==> src/rtl/dp_pkg.sv <==
// Shared definitions for the dp_group sequencer: FSM state encoding and the
// {last,first} beat-flag codes presented on dp_group.in_valid.
package dp_pkg;

  typedef enum logic [1:0] {
    IDLE  = 2'd0,
    RUN   = 2'd1,
    DRAIN = 2'd2,
    HOLD  = 2'd3
  } dp_state_t;

  localparam logic [1:0] IV_MID    = 2'b00;
  localparam logic [1:0] IV_FIRST  = 2'b01;
  localparam logic [1:0] IV_LAST   = 2'b10;
  localparam logic [1:0] IV_SINGLE = 2'b11;

  // Map the first/last beat qualifiers onto the in_valid code.
  function automatic logic [1:0] iv_flags(input logic first, input logic last);
    logic [1:0] iv;
    case ({last, first})
      2'b01:   iv = IV_FIRST;
      2'b10:   iv = IV_LAST;
      2'b11:   iv = IV_SINGLE;
      default: iv = IV_MID;
    endcase
    return iv;
  endfunction

endpackage

==> src/rtl/dp_beat_cnt.sv <==
// Loadable up/down counter with a terminal-count compare; serves both as the
// operand beat counter and as the post-stream drain counter.
module dp_beat_cnt #(
  parameter int W    = 8,
  parameter bit DOWN = 1'b0
) (
  input  logic         clk,
  input  logic         reset,
  input  logic         load,
  input  logic [W-1:0] load_val,
  input  logic         step,
  input  logic [W-1:0] tc_val,
  output logic [W-1:0] count,
  output logic         tc
);

  logic [W-1:0] count_r;

  // Counter register: load has priority over stepping.
  always_ff @(posedge clk) begin
    if (reset) begin
      count_r <= {W{1'b0}};
    end else if (load) begin
      count_r <= load_val;
    end else if (step) begin
      if (DOWN) begin
        count_r <= count_r - W'(1);
      end else begin
        count_r <= count_r + W'(1);
      end
    end else begin
      count_r <= count_r;
    end
  end

  assign count = count_r;
  assign tc    = (count_r == tc_val);

endmodule

==> src/rtl/dp_group_seq.sv <==
// Sequencer in front of dp_group: takes a LEN-beat command, streams operand
// vectors into the lanes, waits out the unit latency and hands back the result.
module dp_group_seq
  import dp_pkg::*;
#(
  parameter int N_UNIT   = 32,
  parameter int DW_DATA  = 8,
  parameter int DW_LEN   = 8,
  parameter int PIPE_LAT = 2
) (
  input  logic                      clk,
  input  logic                      reset,
  input  logic                      cmd_valid,
  output logic                      cmd_ready,
  input  logic [DW_LEN-1:0]         cmd_len,
  input  logic                      opd_valid,
  output logic                      opd_ready,
  input  logic [N_UNIT*DW_DATA-1:0] opd_a,
  input  logic [N_UNIT*DW_DATA-1:0] opd_b,
  output logic                      dp_enable,
  output logic [N_UNIT*DW_DATA-1:0] dp_in_a,
  output logic [N_UNIT*DW_DATA-1:0] dp_in_b,
  output logic [1:0]                dp_in_valid,
  input  logic [N_UNIT*DW_DATA-1:0] dp_out,
  output logic                      res_valid,
  input  logic                      res_ready,
  output logic [N_UNIT*DW_DATA-1:0] res_data,
  output logic                      busy
);

  localparam int VW       = N_UNIT * DW_DATA;
  localparam int DW_DRAIN = $clog2(PIPE_LAT + 1);

  dp_state_t            state_r;
  dp_state_t            state_nxt_s;
  logic [DW_LEN-1:0]    len_r;
  logic [DW_LEN-1:0]    beat_cnt_s;
  logic [DW_LEN-1:0]    beat_tc_val_s;
  logic                 beat_tc_s;
  logic [DW_DRAIN-1:0]  drain_cnt_s;
  logic                 drain_tc_s;
  logic                 cmd_acc_s;
  logic                 beat_acc_s;
  logic                 beat_last_s;
  logic                 drain_done_s;
  logic                 res_hs_s;

  logic                 cmd_ready_r;
  logic                 opd_ready_r;
  logic                 busy_r;
  logic                 res_valid_r;
  logic                 dp_enable_r;
  logic [1:0]           dp_in_valid_r;
  logic [VW-1:0]        dp_in_a_r;
  logic [VW-1:0]        dp_in_b_r;
  logic [VW-1:0]        res_data_r;

  assign cmd_acc_s     = cmd_valid & (state_r == IDLE);
  assign beat_acc_s    = opd_valid & (state_r == RUN);
  assign beat_last_s   = beat_acc_s & beat_tc_s;
  assign drain_done_s  = (state_r == DRAIN) & drain_tc_s;
  assign res_hs_s      = res_ready & (state_r == HOLD);
  assign beat_tc_val_s = len_r - DW_LEN'(1);

  dp_beat_cnt #(.W(DW_LEN), .DOWN(1'b0)) u_beat_cnt (
    .clk      (clk),
    .reset    (reset),
    .load     (cmd_acc_s),
    .load_val ({DW_LEN{1'b0}}),
    .step     (beat_acc_s & ~beat_tc_s),
    .tc_val   (beat_tc_val_s),
    .count    (beat_cnt_s),
    .tc       (beat_tc_s)
  );

  dp_beat_cnt #(.W(DW_DRAIN), .DOWN(1'b1)) u_drain_cnt (
    .clk      (clk),
    .reset    (reset),
    .load     (beat_last_s),
    .load_val (DW_DRAIN'(PIPE_LAT)),
    .step     ((state_r == DRAIN) & ~drain_tc_s),
    .tc_val   ({DW_DRAIN{1'b0}}),
    .count    (drain_cnt_s),
    .tc       (drain_tc_s)
  );

  // Next-state decode.
  always_comb begin
    state_nxt_s = state_r;
    case (state_r)
      IDLE: begin
        if (cmd_acc_s) state_nxt_s = RUN;
        else           state_nxt_s = IDLE;
      end
      RUN: begin
        if (beat_last_s) state_nxt_s = DRAIN;
        else             state_nxt_s = RUN;
      end
      DRAIN: begin
        if (drain_done_s) state_nxt_s = HOLD;
        else              state_nxt_s = DRAIN;
      end
      HOLD: begin
        if (res_hs_s) state_nxt_s = IDLE;
        else          state_nxt_s = HOLD;
      end
      default: state_nxt_s = IDLE;
    endcase
  end

  // State register, latched length, and handshake flags registered from next state.
  always_ff @(posedge clk) begin
    if (reset) begin
      state_r     <= IDLE;
      len_r       <= DW_LEN'(1);
      cmd_ready_r <= 1'b1;
      opd_ready_r <= 1'b0;
      busy_r      <= 1'b0;
      res_valid_r <= 1'b0;
    end else begin
      state_r     <= state_nxt_s;
      if (cmd_acc_s) begin
        len_r <= (cmd_len == {DW_LEN{1'b0}}) ? DW_LEN'(1) : cmd_len;
      end else begin
        len_r <= len_r;
      end
      cmd_ready_r <= (state_nxt_s == IDLE);
      opd_ready_r <= (state_nxt_s == RUN);
      busy_r      <= (state_nxt_s != IDLE);
      res_valid_r <= (state_nxt_s == HOLD);
    end
  end

  // Operand register stage toward dp_group and result capture; operands hold when idle.
  always_ff @(posedge clk) begin
    if (reset) begin
      dp_enable_r   <= 1'b0;
      dp_in_valid_r <= IV_MID;
      dp_in_a_r     <= {VW{1'b0}};
      dp_in_b_r     <= {VW{1'b0}};
      res_data_r    <= {VW{1'b0}};
    end else begin
      dp_enable_r <= beat_acc_s;
      if (beat_acc_s) begin
        dp_in_a_r     <= opd_a;
        dp_in_b_r     <= opd_b;
        dp_in_valid_r <= iv_flags(beat_cnt_s == {DW_LEN{1'b0}}, beat_tc_s);
      end else begin
        dp_in_a_r     <= dp_in_a_r;
        dp_in_b_r     <= dp_in_b_r;
        dp_in_valid_r <= IV_MID;
      end
      if (drain_done_s) begin
        res_data_r <= dp_out;
      end else begin
        res_data_r <= res_data_r;
      end
    end
  end

  assign cmd_ready   = cmd_ready_r;
  assign opd_ready   = opd_ready_r;
  assign busy        = busy_r;
  assign res_valid   = res_valid_r;
  assign dp_enable   = dp_enable_r;
  assign dp_in_valid = dp_in_valid_r;
  assign dp_in_a     = dp_in_a_r;
  assign dp_in_b     = dp_in_b_r;
  assign res_data    = res_data_r;

endmodule

==> config.mk <==
export PLATFORM = sky130hd
export DESIGN_NAME = dp_group_seq
export DESIGN_NICKNAME = d
export VERILOG_FILES = /design/src/rtl/dp_pkg.sv /design/src/rtl/dp_beat_cnt.sv /design/src/rtl/dp_group_seq.sv
export SDC_FILE = /design/constraint.sdc
export NUM_CORES = 2
export LEC_CHECK = 0
export ABC_AREA = 1
export CAP_MARGIN = 10
export CELL_PAD_IN_SITES_DETAIL_PLACEMENT = 1
export CELL_PAD_IN_SITES_GLOBAL_PLACEMENT = 2
export CORE_AREA = 2 2 598 600
export CTS_CLUSTER_SIZE = 10
export DETAILED_ROUTE_END_ITERATION = 8
export DIE_AREA = 0 0 600 602
export PLACE_DENSITY = 0.48
export SETUP_SLACK_MARGIN = 0.2
export SKIP_LAST_GASP = 1
export SLEW_MARGIN = 20
export SYNTH_ARGS = -nofsm -noshare
export SYNTH_HDL_FRONTEND = slang
export SYNTH_SLANG_ARGS = --single-unit
==> constraint.sdc <==
create_clock -name clk -period 1.7 [get_ports clk]
set_input_delay 0.34 -clock clk [delete_from_list [all_inputs] [get_ports clk]]
set_output_delay 0.34 -clock clk [all_outputs]
set_load 0.005 [all_outputs]
After elaboration in Yosys (flattened, before gate mapping)
Cells that the tools add are included.
{ "word_totals": {"output_inout_bits": 775, "inputBits": 781, "regBits": 795} }
{ "classes": {"bitwise_logic": 10, "n_reduce_logical": 10, "mux": 9, "n_addsub": 3, "n_eq_ne": 9} }
{ "op_table": {"columns": ["operator", "count"], "rows": [
  ["8-bit zero test", 2],
  ["2-bit equality test (second input constant)", 5],
  ["8-bit by 1-bit adder with 8-bit output (second input constant)", 1],
  ["8-bit equality test", 1],
  ["2-bit two-way mux", 4],
  ["8-bit two-way mux", 1],
  ["2-bit case mux with 4 select lines", 1],
  ["8-bit by 1-bit subtractor with 8-bit output (second input constant)", 1],
  ["1-bit AND", 7],
  ["2-bit by 1-bit equality test with 1-bit output (second input constant)", 3],
  ["2-bit zero test", 3],
  ["2-bit case mux with 3 select lines", 1],
  ["2-bit OR reduction", 3],
  ["2-bit nonzero test", 2],
  ["1-bit NOT", 3],
  ["1-bit two-way mux", 2],
  ["2-bit by 1-bit subtractor with 2-bit output (second input constant)", 1]
]} }

Logic depth before layout (Yosys ltp)
{ "depth": {"depth_word": 6, "mapped_depth": 14, "ltp_nobuf": 14} }

Hierarchy
A second synthesis with hierarchy kept.
{ "unflattened": {"hier_cells": 3539, "area_unflattened_um2": 28071.9} }
{ "by_module_without_submodules": {"columns": ["mod", "cells_per_inst", "area_per_inst_um2", "seq_area_each_um2", "n_inst"], "rows": [
  ["dp_group_seq", 3439, 27375.0, 15715.1, 1],
  ["dp_beat_cnt (u_beat_cnt)", 80, 569.3, 160.2, 1],
  ["dp_beat_cnt (u_drain_cnt)", 20, 127.6, 40.0, 1]
]} }

Least setup slack after synthesis
OpenSTA, ideal clock, no wires.
{ "synth_timing": {"path_type": "register to register", "start": "register len_r[0]", "end": "register busy_r (netlist: busy)", "path_buffers": 0, "arrival_time_ns": 1.557, "period_less_slack_ns": 1.672, "required_ns": 1.584, "stages_incl_launch_ff": 15, "setup_slack_ns": 0.028, "setup_ns": 0.116, "path_cell_list": "dfxtp_1 -> inv_1 -> ha_1 -> inv_1 -> nand2_1 -> nand2_1 -> nand2_1 -> nor2_1 -> nand3_1 -> nor2_2 -> nand3_1 -> nand2_1 -> nand3_1 -> nand2_1 -> nand2_1"} }
{ "synth_via": {"elab_chain_cells": 6} }
{ "synth_lines": {"columns": ["item", "line", "text"], "rows": [
  ["start: declaration", "dp_group_seq.sv:36", "logic [DW_LEN-1:0] len_r;"],
  ["start signal: assignment", "dp_group_seq.sv:123", "len_r <= (cmd_len == {DW_LEN{1'b0}}) ? DW_LEN'(1) : cmd_len;"],
  ["start signal: assignment", "dp_group_seq.sv:125", "len_r <= len_r;"],
  ["8-bit by 1-bit subtractor with 8-bit output", "dp_group_seq.sv:63", "assign beat_tc_val_s = len_r - DW_LEN'(1);"],
  ["8-bit equality test", "dp_beat_cnt.sv:37", "assign tc = (count_r == tc_val);"],
  ["1-bit AND", "dp_group_seq.sv:60", "assign beat_last_s = beat_acc_s & beat_tc_s;"],
  ["2-bit two-way mux", "dp_group_seq.sv:96", "if (beat_last_s) state_nxt_s = DRAIN;"],
  ["2-bit case mux with 4 select lines", "dp_group_seq.sv:90", "case (state_r)"],
  ["2-bit nonzero test", "dp_group_seq.sv:129", "busy_r <= (state_nxt_s != IDLE);"],
  ["end signal: assignment", "dp_group_seq.sv:129", null],
  ["end: declaration", "dp_group_seq.sv:50", "logic busy_r;"]
]} }
No other way between the ends.
A chain may end at the register's enable or synchronous reset.

Final worst setup path
{ "layout_timing": {"start": "register state_r[0]", "end": "register dp_in_a_r[35] (netlist: dp_in_a[35])"} }
{ "layout_via": {"elab_chain_cells": 2} }
{ "layout_lines": {"columns": ["item", "line", "text"], "rows": [
  ["start: declaration", "dp_group_seq.sv:34", "dp_state_t state_r;"],
  ["start signal: assignment", "dp_group_seq.sv:121", "state_r <= state_nxt_s;"],
  ["2-bit by 1-bit equality test with 1-bit output", "dp_group_seq.sv:59", "assign beat_acc_s = opd_valid & (state_r == RUN);"],
  ["1-bit AND", "dp_group_seq.sv:59", null],
  ["end signal: assignment", "dp_group_seq.sv:139", "dp_in_a_r <= {VW{1'b0}};"],
  ["end signal: assignment", "dp_group_seq.sv:145", "dp_in_a_r <= opd_a;"],
  ["end signal: assignment", "dp_group_seq.sv:149", "dp_in_a_r <= dp_in_a_r;"],
  ["end: declaration", "dp_group_seq.sv:54", "logic [VW-1:0] dp_in_a_r;"]
]} }
No other way between the ends.

==> out/results.ini <==
[critical_path]
path_buf_inv = 7
cp-startpoint = state_r[0]$_SDFF_PP0_
crit_arrival_ns = 2.52
crit_slowest_cell = dfxtp_2
critPathKind = flop to flop
setup.worst_path.end_class = flop
crit_fanout = 9
crit_family = buffers and inverters
required_ns = 2.43
path_cells = inv_2 > nor2_4 > buf_8 > nand2_8 > buf_12 > buf_12 > buf_16 > buf_16 > clkbuf_16 > nand2_1 > a21oi_1
slowest_delay_ns = 0.33
r2r_start = state_r[0]$_SDFF_PP0_
cp-start-kind = flop

[yosys]
yosys-top-cells-area = dfxtp_1 57%, nand2_1 15%, a21oi_1 14%
yosys.area.top_type_share_pct = 57.2
syn_area_um2 = 27800
synthArstFlopShare_pct = 0
synth.yosys.seq_area_share_pct = 57.2
yosysWarnings = 0
synth_common_cells = 1,080 x nand2_1, 795 x dfxtp_1, 778 x a21oi_1, 291 x inv_1, 261 x o21ai_0
synth_top_cell_by_area = dfxtp_1
syn_area_per_cell_um2 = 7.87
synth.distinct_cells = 25
synth.most_common_cell = nand2_1
synth_edf_count = 0
syn_inst = 3534
synth-seq-cells = 795
synth_flop_cell = dfxtp_1
syn_nets = 4319

[floorplanning]
die-area_um2 = 361000
core_um2 = 355000
fp-row-count = 219
die_w_um = 600
dieHeight_um = 602
top_level_ports = 1556
start_util_pct = 7.83

[clock_tree]
clock_path_buffers = 4
root_buffer = clkbuf_16
cts_tree = yes
path_clk_slew_ns = 0.06
cts_max_level = 3
clock_sinks = 795
numCtsBuffers = 115
clock_latency_ns = 0.88

[timing]
tightest_slew_ns = 0.518
max_slew_margin_pct = 65.4
hold_viol_final = 0
timing.final.max_slew_violations = 0
min_period_ns = 1.79
finalClockSkew_ns = 0.0552
layout_setup_ws_ns = -0.0888
fmax_mhz = 559
rsz0062_at_grt = true
finalSetupViolations = 241
post-route-period-util_pct = 105

[place]
place_ws_ns = -0.774
hpwl_mm = 209
dp.cells = 9776
io_buffers = 1555
gp_congestion = 0.867

[global_routing]
grtUsageTotal_pct = 13.5
grt_max_degree = 77
grt_pass1_wl_mm = 331
grt_overflow = 0
grt_pass1_vias = 35300
antenna_found_initial = 138

[detailed_routing]
drt-total-wl_mm = 266
wl_per_cell_um = 25.1
firstDrtPassIters = 5
route.detailed.drc = 0
antenna_left = 0
drtIter0Drc = 1367
vias = 34000
avgViaCountPerCell = 3.21

[layout]
fillers = 41300
areaGrowthSynthToFinish_pct = 134
drive_above_1_share_pct = 42.6
multi_input_area_um2 = 11500
nets = 6521
fin_cells = 10600
seq_area_um2 = 17000

[power_and_ir_drop]
vdd_drop_max_v = 0.000730
total_power_uw = 56700
pwr_density_cell_nw_per_um2 = 872
p_leak_uw = 0.0247

[worst_hold_path]
hp-class = input port to flop
worstHoldStart = opd_b[212]

[run_status]
violations = negative setup slack
status = complete, but fails checks

[flow_run]
max-cap-violations = 0

==> kinds of logic after synthesis <==
| kind of cell | synth area share, % |
|---|---|
| and+or+nand+nor | 15.4 |
| AOI/OAI and AO/OA | 18.9 |
| DFF | 57.2 |
| buffers and inverters | 7.94 |
| xor gates and xnor gates | 0.284 |
| adders and majority gates | 0.180 |
==> layout by cell type, fill, tap and decap left out, types with 158 or more instances in the layout <==
master / count
dlygate4sd3_1: 356
a21oi_1: 624
buf_6: 628
nand2_1: 919
buf_4: 254
clkdlybuf4s50_1: 779
clkbuf_16: 158
dfxtp_2: 686
o21ai_0: 238
inv_1: 283
==> worst min-delay path, delay by kind of cell <==
kind	cells	cell delay [ns]
compound gates	1	0.05
simple gates	1	0.10
buf+inv	1	0.42
==> metal layers <==
| layer | vias up | wire length, um | track usage (%) |
|---|---|---|---|
| li1 | 15800 | - | - |
| met1 | 16600 | 93200 | 13.5 |
| met2 | 1171 | 147000 | 26.9 |
| met3 | 428 | 16200 | 3.49 |
| met4 | 46 | 8570 | 3.92 |
| met5 | - | 288 | 0 |
==> final timing paths <==
check | endpoint | slack (ns) | depth (start not counted)
setup reg to reg | dp_in_a[35]$_SDFFE_PP0P_ | -0.09 | 11
hold reg to reg | res_data[125]$_SDFFE_PP0P_ | 0.44 | 2
hold / removal | dp_in_b[212]$_SDFFE_PP0P_ | 0.08 | 3
setup / recovery | dp_in_a[35]$_SDFFE_PP0P_ | -0.09 | 11
==> where the power goes <==
part           switching (uW)  total, uW  internal, uW
Clock                   10200      25300         15100
Sequential                734      20400         19700
Combinational            5010      11000          5970
==> state kept, by name, indices dropped and copies added (netlist names), 2 cells and up <==
name / cells
dp_in_a: 256
state_r: 2
dp_in_valid: 2
u_drain_cnt.count: 2
len_r: 8
u_beat_cnt.count: 8
res_data: 256
dp_in_b: 256
==> cell type report <==
cell class	count	share of cell area, %
clock inverter	30	0.725
clock buffer	170	5.18
sequential	795	26.1
timing repair buffer	2341	39.3
tap	4751	9.14
inverter	294	1.75
multi-input combinational	2189	17.7
antenna	25	0.0962
==> metrics by stage <==
stage	utilization [%]	area [um2]	setup TNS, ns	hold slack, ns
3_3_place_gp	14.2	50400	-182.72	0.431
6_report	18.3	65000	-9.05	0.0758
3_5_place_dp	14.2	50400	-185.64	0.436
2_1_floorplan	-	27800	0	0.440
4_1_cts	17.3	61400	-48.58	0.0000703
5_1_grt	18.3	65000	-63.93	0.0384
==> what timing repair did <==
item | in CTS | in global routing
resized for setup | 4623 | 539
buffers inserted | 121 | 42
setup endpoints to repair | 1548 | 1565
pin swaps | 24 | 107
hold buffers | 356 | 0
endpoints found under the hold margin | 371 | 0
cloned | 19 | 56
Power figures use the tool's default switching activity.
